### src/rtl/vga_timing_pkg.sv
// Shared constants and helpers for the raster timing generator.
// Holds the 640x480@60 defaults, an 800x600@60 set and axis helpers.
package vga_timing_pkg;

    localparam int VGA640_H_DISPLAY = 640;
    localparam int VGA640_H_FRONT   = 16;
    localparam int VGA640_H_SYNC    = 96;
    localparam int VGA640_H_BACK    = 48;
    localparam int VGA640_V_DISPLAY = 480;
    localparam int VGA640_V_FRONT   = 10;
    localparam int VGA640_V_SYNC    = 2;
    localparam int VGA640_V_BACK    = 33;
    localparam bit VGA640_H_POL     = 1'b0;
    localparam bit VGA640_V_POL     = 1'b0;

    localparam int SVGA800_H_DISPLAY = 800;
    localparam int SVGA800_H_FRONT   = 40;
    localparam int SVGA800_H_SYNC    = 128;
    localparam int SVGA800_H_BACK    = 88;
    localparam int SVGA800_V_DISPLAY = 600;
    localparam int SVGA800_V_FRONT   = 1;
    localparam int SVGA800_V_SYNC    = 4;
    localparam int SVGA800_V_BACK    = 23;
    localparam bit SVGA800_H_POL     = 1'b1;
    localparam bit SVGA800_V_POL     = 1'b1;

    function automatic int axis_total(int d, int f, int s, int b);
        return d + f + s + b;
    endfunction

    // Sync covers [sync_start, sync_end) on the raw axis count.
    function automatic int sync_start(int d, int f);
        return d + f;
    endfunction

    function automatic int sync_end(int d, int f, int s);
        return d + f + s;
    endfunction

endpackage

### src/rtl/vga_axis_counter.sv
// One raster axis: wrapping counter plus active and sync decode.
// Ports: clk, rst, step in; count, wrap, active, sync_level out.
module vga_axis_counter
    import vga_timing_pkg::*;
#(
    parameter int CNT_W   = 10,
    parameter int DISPLAY = 640,
    parameter int FRONT   = 16,
    parameter int SYNC    = 96,
    parameter int BACK    = 48,
    parameter bit POL     = 1'b0
) (
    input  logic             clk,
    input  logic             rst,
    input  logic             step,
    output logic [CNT_W-1:0] count,
    output logic             wrap,
    output logic             active,
    output logic             sync_level
);

    localparam int TOTAL = axis_total(DISPLAY, FRONT, SYNC, BACK);
    localparam int S0    = sync_start(DISPLAY, FRONT);
    localparam int S1    = sync_end(DISPLAY, FRONT, SYNC);

    // Porches may be empty; display and sync may not, and the
    // axis must fit the counter width.
    if (DISPLAY < 1 || SYNC < 1 || FRONT < 0 || BACK < 0 ||
        CNT_W < 1 || CNT_W > 30 || TOTAL > (1 << CNT_W)) begin : g_bad
        $error("vga_axis_counter: illegal axis parameters");
    end

    logic [31:0] cnt32;
    logic        last;

    assign cnt32 = 32'(count);
    assign last  = (cnt32 == 32'(TOTAL - 1));
    assign wrap  = step && last;

    assign active     = (cnt32 < 32'(DISPLAY));
    assign sync_level = (cnt32 >= 32'(S0) && cnt32 < 32'(S1)) ? POL : ~POL;

    always_ff @(posedge clk) begin
        if (rst) begin
            count <= '0;
        end else if (step) begin
            count <= last ? '0 : count + 1'b1;
        end
    end

endmodule

### src/rtl/vga_timing_gen.sv
// Parametrised raster timing generator with registered, aligned outputs.
// Ports: clk, rst, pix_ce, irq_line in; pixel_x/y, video_on, h/v_sync,
// line_start, frame_start, frame_count, line_irq out.
// Optional macro VGA_TIMING_LINE_IRQ_EN enables the line interrupt.
module vga_timing_gen
    import vga_timing_pkg::*;
#(
    parameter int H_DISPLAY  = VGA640_H_DISPLAY,
    parameter int H_FRONT    = VGA640_H_FRONT,
    parameter int H_SYNC     = VGA640_H_SYNC,
    parameter int H_BACK     = VGA640_H_BACK,
    parameter int V_DISPLAY  = VGA640_V_DISPLAY,
    parameter int V_FRONT    = VGA640_V_FRONT,
    parameter int V_SYNC     = VGA640_V_SYNC,
    parameter int V_BACK     = VGA640_V_BACK,
    parameter bit H_SYNC_POL = VGA640_H_POL,
    parameter bit V_SYNC_POL = VGA640_V_POL,
    parameter int CNT_W      = 10,
    parameter int FC_W       = 8
) (
    input  logic             clk,
    input  logic             rst,
    input  logic             pix_ce,
    input  logic [CNT_W-1:0] irq_line,
    output logic [CNT_W-1:0] pixel_x,
    output logic [CNT_W-1:0] pixel_y,
    output logic             video_on,
    output logic             h_sync,
    output logic             v_sync,
    output logic             line_start,
    output logic             frame_start,
    output logic [FC_W-1:0]  frame_count,
    output logic             line_irq
);

    logic [CNT_W-1:0] h_cnt, v_cnt;
    logic             h_wrap, v_wrap;
    logic             h_act, v_act;
    logic             h_lvl, v_lvl;
    logic             h_zero, v_zero;

    vga_axis_counter #(
        .CNT_W(CNT_W), .DISPLAY(H_DISPLAY), .FRONT(H_FRONT),
        .SYNC(H_SYNC), .BACK(H_BACK), .POL(H_SYNC_POL)
    ) u_h (
        .clk(clk), .rst(rst), .step(pix_ce),
        .count(h_cnt), .wrap(h_wrap),
        .active(h_act), .sync_level(h_lvl)
    );

    // h_wrap already includes pix_ce.
    vga_axis_counter #(
        .CNT_W(CNT_W), .DISPLAY(V_DISPLAY), .FRONT(V_FRONT),
        .SYNC(V_SYNC), .BACK(V_BACK), .POL(V_SYNC_POL)
    ) u_v (
        .clk(clk), .rst(rst), .step(h_wrap),
        .count(v_cnt), .wrap(v_wrap),
        .active(v_act), .sync_level(v_lvl)
    );

    assign h_zero = (h_cnt == '0);
    assign v_zero = (v_cnt == '0);

    always_ff @(posedge clk) begin
        if (rst) begin
            pixel_x     <= '0;
            pixel_y     <= '0;
            video_on    <= 1'b0;
            h_sync      <= ~H_SYNC_POL;
            v_sync      <= ~V_SYNC_POL;
            line_start  <= 1'b0;
            frame_start <= 1'b0;
            frame_count <= '0;
        end else if (pix_ce) begin
            pixel_x     <= h_cnt;
            pixel_y     <= v_cnt;
            video_on    <= h_act && v_act;
            h_sync      <= h_lvl;
            v_sync      <= v_lvl;
            line_start  <= h_zero;
            frame_start <= h_zero && v_zero;
            if (v_wrap) begin
                frame_count <= frame_count + 1'b1;
            end
        end else begin
            // Strobes last one clk whatever the enable duty.
            line_start  <= 1'b0;
            frame_start <= 1'b0;
        end
    end

`ifdef VGA_TIMING_LINE_IRQ_EN
    // v_cnt never reaches V_TOTAL, so out-of-range lines never fire.
    always_ff @(posedge clk) begin
        if (rst) begin
            line_irq <= 1'b0;
        end else if (pix_ce) begin
            line_irq <= h_zero && (v_cnt == irq_line);
        end else begin
            line_irq <= 1'b0;
        end
    end
`else
    logic unused_irq;
    assign unused_irq = ^irq_line;
    assign line_irq   = 1'b0;
`endif

endmodule

### config.mk
export PLATFORM = sky130hd
export DESIGN_NAME = vga_timing_gen
export DESIGN_NICKNAME = d
export VERILOG_FILES = /design/src/rtl/vga_timing_pkg.sv /design/src/rtl/vga_axis_counter.sv /design/src/rtl/vga_timing_gen.sv
export SDC_FILE = /design/constraint.sdc
export NUM_CORES = 1
export LEC_CHECK = 0
export CORE_MARGIN = 2
export CORE_UTILIZATION = 40
export CTS_BUF_LIST = sky130_fd_sc_hd__clkbuf_16
export CTS_CLUSTER_DIAMETER = 120
export CTS_CLUSTER_SIZE = 16
export DETAILED_ROUTE_END_ITERATION = 8
export HOLD_SLACK_MARGIN = 0.05
export SETUP_SLACK_MARGIN = 0.02
export SYNTH_ARGS = -nofsm -noshare
export SYNTH_HDL_FRONTEND = slang
export SYNTH_SLANG_ARGS = --single-unit
### constraint.sdc
create_clock -name clk -period 3.22 [get_ports clk]
set_input_delay 0.483 -clock clk [delete_from_list [all_inputs] [get_ports clk]]
set_output_delay 0.483 -clock clk [all_outputs]
set_load 0.05 [all_outputs]
# Word level (Yosys, flattened, before mapping)
# Index checks and enable logic that the tools add are counted.
# op_classes
eq_ne,2
muxes,4
div,0
shifts,0
addsub,3
bitwise_logic,1
order_cmp,6
mul,0
n_reduce_logical,10
# op_table
op,count
$add A10 B1 Y10 const B,2
$eq A10 B10 Y1 const B,2
$logic_not A10 Y1,2
$lt A10 B10 Y1 const B,2
$lt A10 B9 Y1 const B,2
$mux W10,2
$ge A10 B10 Y1 const B,1
$ge A10 B9 Y1 const B,1
$add A8 B1 Y8 const B,1
$logic_and A1 B1 Y1,6
$mux W1,2
$reduce_and A2 Y1,1
$reduce_or A2 Y1,1
$not A1 Y1,1
# word_totals
ramBits,0
input_bits,13
n_memories,0
rom_bits,0
ff_bits,53
latch_bits,0

# Logic depth before layout (Yosys ltp)
# Gate-level depths: netlist of run 1.
# depth
depth_word,4
mapped_depth,8
mapped_depth_nobuf,6

# Modules after synthesis
# From an unflattened synthesis of run 1, not the netlist that was laid out.
# unflattened
cells_unflattened,245
area_unflattened_um2,2327.2
# modules_own_cells
module,n_inst,cells_per_inst,area_each_um2
vga_timing_gen,1,128,1266.2
vga_axis_counter at u_v,1,58,545.5
vga_axis_counter at u_h,1,59,515.5

# Worst setup path after synthesis of run 1
# No wires, ideal clock.
# synth_timing
path_kind,register -> register
startpoint,reg u_v.count[5]
endpoint,reg frame_count[7]
path_buffers,1
setup_ns,0.070
setup_slack_ns,1.220
path_stages_with_launch,6
t_arrival_ns,1.929
t_required_ns,3.150
path_cell_list,dfxtp_1 -> or4_1 -> or3_1 -> buf_2 -> or4_1 -> a21oi_1
# synth_between
elab_chain_len,3
# synth_rtl
item,line,rtl
"start, declared",vga_axis_counter.sv:16,"output logic [CNT_W-1:0] count,"
"start signal, assigned",vga_axis_counter.sv:47,count <= last ? '0 : count + 1'b1;
$eq A10 B10 Y1,vga_axis_counter.sv:37,assign last = (cnt32 == 32'(TOTAL - 1));
$logic_and A1 B1 Y1,vga_axis_counter.sv:38,assign wrap = step && last;
$reduce_and A2 Y1 (no line),n/a,
"end signal, assigned",vga_timing_gen.sv:83,frame_count <= frame_count + 1'b1;
"end, declared",vga_timing_gen.sv:32,"output logic [FC_W-1:0] frame_count,"
# Every way passes these cells.
# A chain may end at the register's enable or synchronous reset.

# Final worst setup path of run 1
# Ends and elaborated chain as after synthesis.

==> results of run 1 <==
[cell usage after synthesis (2+ instances only)]
cell	number
dfxtp_1	53
inv_1	10
nand3_1	11
xnor2_1	4
nor3_1	4
nor2_1	32
o21ai_0	7
ha_1	5
nand4_1	8
and3_1	7
nand2b_1	3
clkbuf_1	13
mux2i_1	19
or4_1	10
nand2_1	11
nand4b_1	2
and4_1	3
or3_1	7
nor4_1	2
xor2_1	5
a21oi_1	20
buf_2	3
o31ai_1	9
[state kept, by name, indices dropped and copies added (netlist names)]
signal and flops:
u_h.count 10, line_start 1, video_on 1, v_sync 1
h_sync 1, frame_count 8, frame_start 1, u_v.count 10
pixel_y 10, pixel_x 10
[report_power, final]
part,internal (mW),switching (mW)
clock,0.278,0.215
combinational,0.0220,0.0431
sequential,0.661,0.00449
[cells in the final DEF (no fill, tap or decap), drive strengths merged, types with 3 or more instances in the layout]
master	n
nand4	8
nor2	32
nand2b	3
xnor2	4
or3	7
nor3	4
mux2i	19
nand2	11
inv	11
xor2	5
o21ai	8
a21oi	20
and3	7
or4	10
ha	5
clkdlybuf4s50	35
and4	3
o31ai	9
dfxtp	53
buf	3
nand3	11
clkbuf	5
[area by class of cell]
class / instances / area [sq um] / area share, %
Clock inverter: 2 / 7.51 / 0.264
Inverter: 10 / 37.5 / 1.32
Sequential cell: 53 / 1060 / 37.4
Timing Repair Buffer: 38 / 373 / 13.1
Tap cell: 72 / 90.1 / 3.17
Multi-Input combinational cell: 180 / 1140 / 40.3
Clock buffer: 5 / 125 / 4.41
[worst max-delay path: cells and delay by family, from the launching register on]
kind / cells / cell delay [ns]
simple gates: 3 / 1.68
flops: 1 / 0.37
compound gates: 1 / 0.15
[cell families after synthesis]
family,count (synthesis),synth area share [%]
flops,53,45.7
mux,19,8.19
other cells,1,0.161
compound gates,42,10.9
simple gates,104,23.9
xor+xnor,9,3.39
fa+ha+maj,5,2.69
buf+inv,29,5.06
[per-layer routing]
metal	GRT usage, %	part of all wire, %	vias up
met3	3.82	4.8	4
met1	22.6	50	912
met5	0	0	-
met4	5.59	1.5	0
li1	-	-	983
met2	25.1	44	42
[how the worst min path moves through the flow]
stage	start	endpoint	slack [ns]	cells after the start
floorplan	u_v.count[8]	u_v.count[8]	0.47	2
global placement	v_sync	v_sync	0.46	1
detailed placement	v_sync	v_sync	0.46	1
CTS	v_sync	v_sync	0.48	1
global route	frame_count[7]	frame_count[7]	0.51	2
finish	v_sync	v_sync	0.47	1
==> flow_summary.toml, run 1 <==
[worst_setup_path]
cp_data_required_time_ns = 3.42
critical_path.endpoint_type = "flop"
reg2reg_setup_slack_ns = 0.93
crit_path_cell_trace = "or4_1, or3_1, or4_1, a21oi_1"
path_class = "flop to flop"
cpMostUsedCell = "or4_1"
cp_slowest_cell = "or3_1"
max_stage_delay_ns = 0.59
cp-start-kind = "flop"
timing.critical_path.to = "frame_count[7]"
timing.critical_path.fanout_max = 18
r2r_end = "frame_count[7]"
setup.worst_path.start = "u_v.count[5]"
worstReg2RegStart = "u_v.count[5]"
worst_ep_arrival_time_ns = 2.50
r2r_cells = 4

[die]
die_height_microns = 80.2
core.rowCount = 27
floorplan_die_width_microns = 80.2
fp.dieArea_sq_um = 6430
coreArea_sq_um = 5570
initial_utilization_pct = 41.7
num_io_pins = 47

[synth]
synth_area_sq_um = 2320
synthArstFlopShare_pct = 0
synth.avg_cell_area_sq_um = 8.87
synth-main-ff-cell = "dfxtp_1"
synth-seq-area-share_pct = 45.7
synth_area_leader_cell = "dfxtp_1"
synthDistinctLibCells = 37
mappedNetlistNets = 280
synth_edf_count = 0
yosys_register_bits = 53
ys.warnings.count = 0
synth_cells = 262
post_synth_main_area_contributors = "dfxtp_1, mux2i_1, nor2_1"
synthDominantCellAreaShare_pct = 45.7

[sta]
timing_worst_slew_pin_value_ns = 0.610
hold_slack_ns = 0.469
setup_viol_count_final = 0
totalNegativeSetupSlack_ns = 0
timing.fmax_mhz = 436
finalCriticalPeriod_ns = 2.29
report.final.slew_viol_count = 0
slew_headroom_pct = 59.2
timing_hold_violations_final = 0
final.period_utilization_pct = 71.2
fin_skew_ns = 0.00346
grt_setup_unrepaired = "no"
setup_ws_ns = 0.929

[finish]
final_net_count = 306
insertedDiodeCount = 0
post_route_cells_drive_above_1_share_pct = 3.13
layout.core_utilization_pct = 50.9
layout.cell_area.non_filler_sq_um = 2840
num-fill-cells = 558
flow.area_growth_from_synthesis_pct = 22.2
post_layout_nonfiller_instances = 360

[route]
drt_iter0_drc = 76
drt_wl_total_microns = 4860
drtPass1Iterations = 4
number_of_routed_nets_with_antenna_violations = 0
routed_via_density = 5.39
detail_route.wl_per_cell_microns = 13.5
remaining_drcs = 0
route.vias.total = 1941

[clock_tree]
cts_tree = "yes"
clock_insertion_delay_worst_skew_ns = 0.28
cts.repair.resized = 0
cts.hold.buffers_added = 0
root_cell_of_the_clock_tree = "clkbuf_16"
path_clk_slew_ns = 0.06
clkSinkCount = 53
postCtsSetupRepairBufs = 0
numCtsBuffers = 5
htree_num_levels = 2
clockBufferDepth = 2

[place]
dp_hpwl_microns = 3330
placed_cells = 353
gp_routability_congestion = 0.791
placement.cell_area_sq_um = 2710
placement.setup.worst_slack_ns = 0.710
port_buffers = 35

[power_and_ir_drop]
ir_drop_uv = 321
cellLeakagePower_nw = 1.03
power_mw = 1.22
power.density_cell_area_nw_per_um2 = 431

[grt]
grt_overflow_total = 0
first_global_vias = 1724
antenna_found_initial = 0
maximum_number_of_pins_on_one_net_before_global_route_repair = 24
grt_first_pass_wirelength_microns = 8260
gr-usage-all-layers_pct = 16.4

[flow_run]
max_cap_viol_count = 0

[outcome]
run_status = "completed"

[worst_hold_path]
hold_crit_class = "flop to flop"
(Power assumes the default switching activity.)
==> run 2: changes to the inputs <==
PLACE_DENSITY = 0.67   (was unset)
clock period = 1.9 ns   (was 3.22 ns; I/O delays follow)
==> flow_summary.toml, run 2 (synthesis gave the netlist of run 1 again) <==
[die]
floorplan_die_width_microns = 80.2
core.rowCount = 27
coreArea_sq_um = 5570
fp.dieArea_sq_um = 6430
initial_utilization_pct = 41.7
die_height_microns = 80.2
num_io_pins = 47

[route]
number_of_routed_nets_with_antenna_violations = 0
drt_wl_total_microns = 5350
remaining_drcs = 0
detail_route.wl_per_cell_microns = 13.5
routed_via_density = 5.25
route.vias.total = 2080
drt_iter0_drc = 77
drtPass1Iterations = 4

[outcome]
failed_checks = "negative setup slack"
run_status = "finished with violations"

[worst_hold_path]
hold_path_end = "v_sync"
timing.hold.worst_path_depth = 1
hold_crit_class = "flop to flop"
min-delay-start = "v_sync"

[power_and_ir_drop]
cellLeakagePower_nw = 1.25
power.density_cell_area_nw_per_um2 = 699
power_mw = 2.25
ir_drop_uv = 454

[grt]
antenna_found_initial = 0
grt_first_pass_wirelength_microns = 8910
first_global_vias = 1901
gr-usage-all-layers_pct = 17.6
maximum_number_of_pins_on_one_net_before_global_route_repair = 26
grt_overflow_total = 0

[flow_run]
max_cap_viol_count = 0

[finish]
flow.area_growth_from_synthesis_pct = 38.3
final_net_count = 341
post_layout_nonfiller_instances = 396
insertedDiodeCount = 0
num-fill-cells = 516
layout_commonest_cell = "dfxtp_1"
most_frequent_cells_in_the_layout = "dfxtp_1, clkdlybuf4s50_1, buf_4"
post_route_cells_drive_above_1_share_pct = 18.5

[sta]
totalNegativeSetupSlack_ns = -0.350
setup_ws_ns = -0.0481
setup_viol_count_final = 15
final.period_utilization_pct = 103
finalCriticalPeriod_ns = 1.95
grt_setup_unrepaired = "yes"
timing_worst_slew_pin_value_ns = 0.513
slew_headroom_pct = 65.7
timing_hold_violations_final = 0
fin_skew_ns = 0.00299
timing.fmax_mhz = 513
report.final.slew_viol_count = 0

[clock_tree]
cts_tree = "yes"
root_cell_of_the_clock_tree = "clkbuf_16"
clkSinkCount = 53
path_clk_slew_ns = 0.07
clockBufferDepth = 2
htree_num_levels = 2
numCtsBuffers = 5
clock_insertion_delay_worst_skew_ns = 0.28
cts.hold.buffers_added = 0

[worst_setup_path]
critical_path.endpoint_type = "flop"
worstReg2RegStart = "u_v.count[8]"
timing.critical_path.fanout_max = 5
setup.worst_path.start = "u_v.count[8]"
r2r_cells = 5
worst_ep_arrival_time_ns = 2.17
cp-start-kind = "flop"
path_class = "flop to flop"
reg2reg_setup_slack_ns = -0.05
cp_data_required_time_ns = 2.12
r2r_end = "frame_count[6]"

[place]
gp_routability_congestion = 0.751
placed_cells = 383
port_buffers = 35
dp_hpwl_microns = 3610
-- run 2: changes by cell type in the layout (fill, tap and decap cells not counted), sizes merged --
| cell | delta |
|---|---|
| buf | +35 |
| bufinv | +1 |
| clkdlybuf4s50 | -1 |
| dlymetal6s2s | +1 |
-- run 2: timing repair --
action	4_1_cts	5_1_grt
setup buffers	1	1
resized for setup	4	18
cloned	2	1
setup endpoints to repair	8	18
pin swaps	1	4
-- run 2: power by group --
group | total, mW | internal, mW | switching [mW]
logic | 0.125 | 0.0468 | 0.0782
registers | 1.13 | 1.12 | 0.00777
clock network | 0.993 | 0.612 | 0.380
-- run 2: worst max-delay path by stage --
stage                     end  slack (ns)
2_1_floorplan  frame_count[1]        0.02
3_3_place_gp   frame_count[6]       -0.07
3_5_place_dp   frame_count[3]        -0.1
4_1_cts        frame_count[2]       -0.05
5_1_grt        frame_count[3]       -0.12
6_report       frame_count[6]       -0.05
-- run 2: cell type report --
class | instances | area [sq um] | area share [%]
clock buffers | 5 | 125 | 3.89
clock inverters | 3 | 37.5 | 1.17
inverters | 10 | 37.5 | 1.17
multi-input cells | 180 | 1210 | 37.5
flip-flops and latches | 53 | 1060 | 33.1
well taps | 72 | 90.1 | 2.80
repair buffers | 73 | 654 | 20.4
-- run 2: worst max-delay path: stages (launching register included) --
cell     delay, ns
dfxtp_2       0.32
or4_4         0.53
or3_4         0.37
buf_6         0.14
or4_4         0.41
a21oi_2       0.12
-- run 2: metrics by stage --
stage	hold WS [ns]	worst slack, ns	util (%)	area, sq um
5_1_grt	0.503	-0.120	57.7	3210
3_3_place_gp	0.460	-0.0668	52.6	2930
2_1_floorplan	0.459	0.0203	-	2340
3_5_place_dp	0.462	-0.0989	52.6	2930
4_1_cts	0.486	-0.0458	56.2	3130
6_report	0.483	-0.0481	57.7	3210
-- run 2: routing by layer --
metal  up-vias  wire length, microns  global-route usage, %
met5         -                     0                      0
met4         0                    64                   6.10
met3         4                   166                   3.82
met2        36                  2480                   27.6
met1       987                  2640                   23.8
li1       1053                     -                      -
==> run 3: changes to the inputs <==
CORE_MARGIN = unset   (was 2)
SLEW_MARGIN = 20   (was unset)
==> flow_summary.toml, run 3 (synthesis gave the netlist of run 1 again) <==
[grt]
maximum_number_of_pins_on_one_net_before_global_route_repair = 24
grt_first_pass_wirelength_microns = 9070
gr-usage-all-layers_pct = 18.8
antenna_found_initial = 0
grt_overflow_total = 0
first_global_vias = 1972

[worst_setup_path]
cp.buffers_inverters = 1
max_stage_delay_ns = 0.53
path_class = "flop to flop"
timing.critical_path.fanout_max = 8
cp-start-kind = "flop"
cp_slowest_cell = "or4_4"
cp_data_required_time_ns = 2.12
crit_path_cell_trace = "or4_4, or3_4, buf_6, or4_1, a21oi_1"
worst_ep_arrival_time_ns = 2.16
critical_path.top_delay_family = "simple AND/OR/NAND/NOR gates"
critical_path.endpoint_type = "flop"

[route]
route.vias.total = 2054
drtPass1Iterations = 4
detail_route.wl_per_cell_microns = 13.4
routed_via_density = 5.15
drt_wl_total_microns = 5350
number_of_routed_nets_with_antenna_violations = 0
drt_iter0_drc = 76
remaining_drcs = 0

[sta]
timing_hold_violations_final = 0
slew_headroom_pct = 65.7
timing_worst_slew_pin_value_ns = 0.513
final.period_utilization_pct = 102
grt_setup_unrepaired = "yes"
setup_viol_count_final = 7
totalNegativeSetupSlack_ns = -0.153
fin_skew_ns = 0.00537
finalCriticalPeriod_ns = 1.94
setup_ws_ns = -0.0374
report.final.slew_viol_count = 0
timing.fmax_mhz = 516

[outcome]
failed_checks = "negative setup slack"
run_status = "finished with violations"

[finish]
post_route_cells_drive_above_1_share_pct = 17.1
post_layout_nonfiller_instances = 399
most_frequent_cells_in_the_layout = "dfxtp_1, buf_4, nor2_1, clkdlybuf4s50_1, mux2i_1"
insertedDiodeCount = 0
layout.core_utilization_pct = 57.5
layout_commonest_cell = "dfxtp_1"
num-fill-cells = 535
layout.cell_area.non_filler_sq_um = 3180
final_net_count = 344
flow.area_growth_from_synthesis_pct = 37.0

[clock_tree]
cts_tree = "yes"
clock_insertion_delay_worst_skew_ns = 0.29
clkSinkCount = 53
path_clk_slew_ns = 0.07
cts.hold.buffers_added = 0
root_cell_of_the_clock_tree = "clkbuf_16"
htree_num_levels = 2
clockBufferDepth = 2
numCtsBuffers = 5

[die]
initial_utilization_pct = 41.9
die_height_microns = 78.2
core.rowCount = 27
fp.dieArea_sq_um = 6120
floorplan_die_width_microns = 78.2
num_io_pins = 47
coreArea_sq_um = 5540

[place]
placement.setup.worst_slack_ns = -0.152
placement.cell_area_sq_um = 2950
placed_cells = 385
gp_routability_congestion = 0.796
port_buffers = 35
dp_hpwl_microns = 3640

[flow_run]
max_cap_viol_count = 0

[power_and_ir_drop]
ir_drop_uv = 371
power.density_cell_area_nw_per_um2 = 670
cellLeakagePower_nw = 1.29

[worst_hold_path]
hold_crit_class = "flop to flop"
run 3: worst paths after layout:
check / slack, ns / endpoint / from / cells past startpoint
hold / removal: 0.47 / v_sync / v_sync / 1
hold reg to reg: 0.47 / v_sync / v_sync / 1
setup / recovery: -0.04 / frame_count[5] / u_v.count[8] / 5
setup reg to reg: -0.04 / frame_count[5] / u_v.count[8] / 5
run 3: what timing repair did:
item | 4_1_cts | 5_1_grt
pin swaps | 2 | 1
resized for setup | 4 | 11
gates cloned | 1 | 1
setup buffers | 3 | 1
setup endpoints to repair | 6 | 21
run 3: routing by layer:
metal  up-vias  GRT usage (%)  wire length (microns)
li1       1058              -                      -
met1       957           24.8                   2700
met2        32           30.0                   2380
met3         7           3.84                    185
met4         0           7.22                     85
met5         -              0                      0
run 3: through the flow:
stage	power (mW)	hold WS [ns]
5_1_grt	2.19	0.486
4_1_cts	2.14	0.477
3_5_place_dp	1.27	0.459
2_1_floorplan	1.23	0.459
3_3_place_gp	1.27	0.459
6_report	2.13	0.474
run 3: area by class of cell:
cell class | instances | area, sq um | share of cell area, %
Inverter | 10 | 37.5 | 1.18
Clock inverter | 3 | 12.5 | 0.393
Sequential cell | 53 | 1060 | 33.4
Tap cell | 72 | 90.1 | 2.83
Multi-Input combinational cell | 180 | 1180 | 36.9
Timing Repair Buffer | 76 | 678 | 21.3
Clock buffer | 5 | 125 | 3.93
run 3: power breakdown:
| group | total [mW] | internal, mW | leakage, nW | switching [mW] |
|---|---|---|---|---|
| Clock | 0.880 | 0.478 | 0.0687 | 0.402 |
| Combinational | 0.124 | 0.0487 | 0.788 | 0.0756 |
| Sequential | 1.13 | 1.12 | 0.429 | 0.00749 |
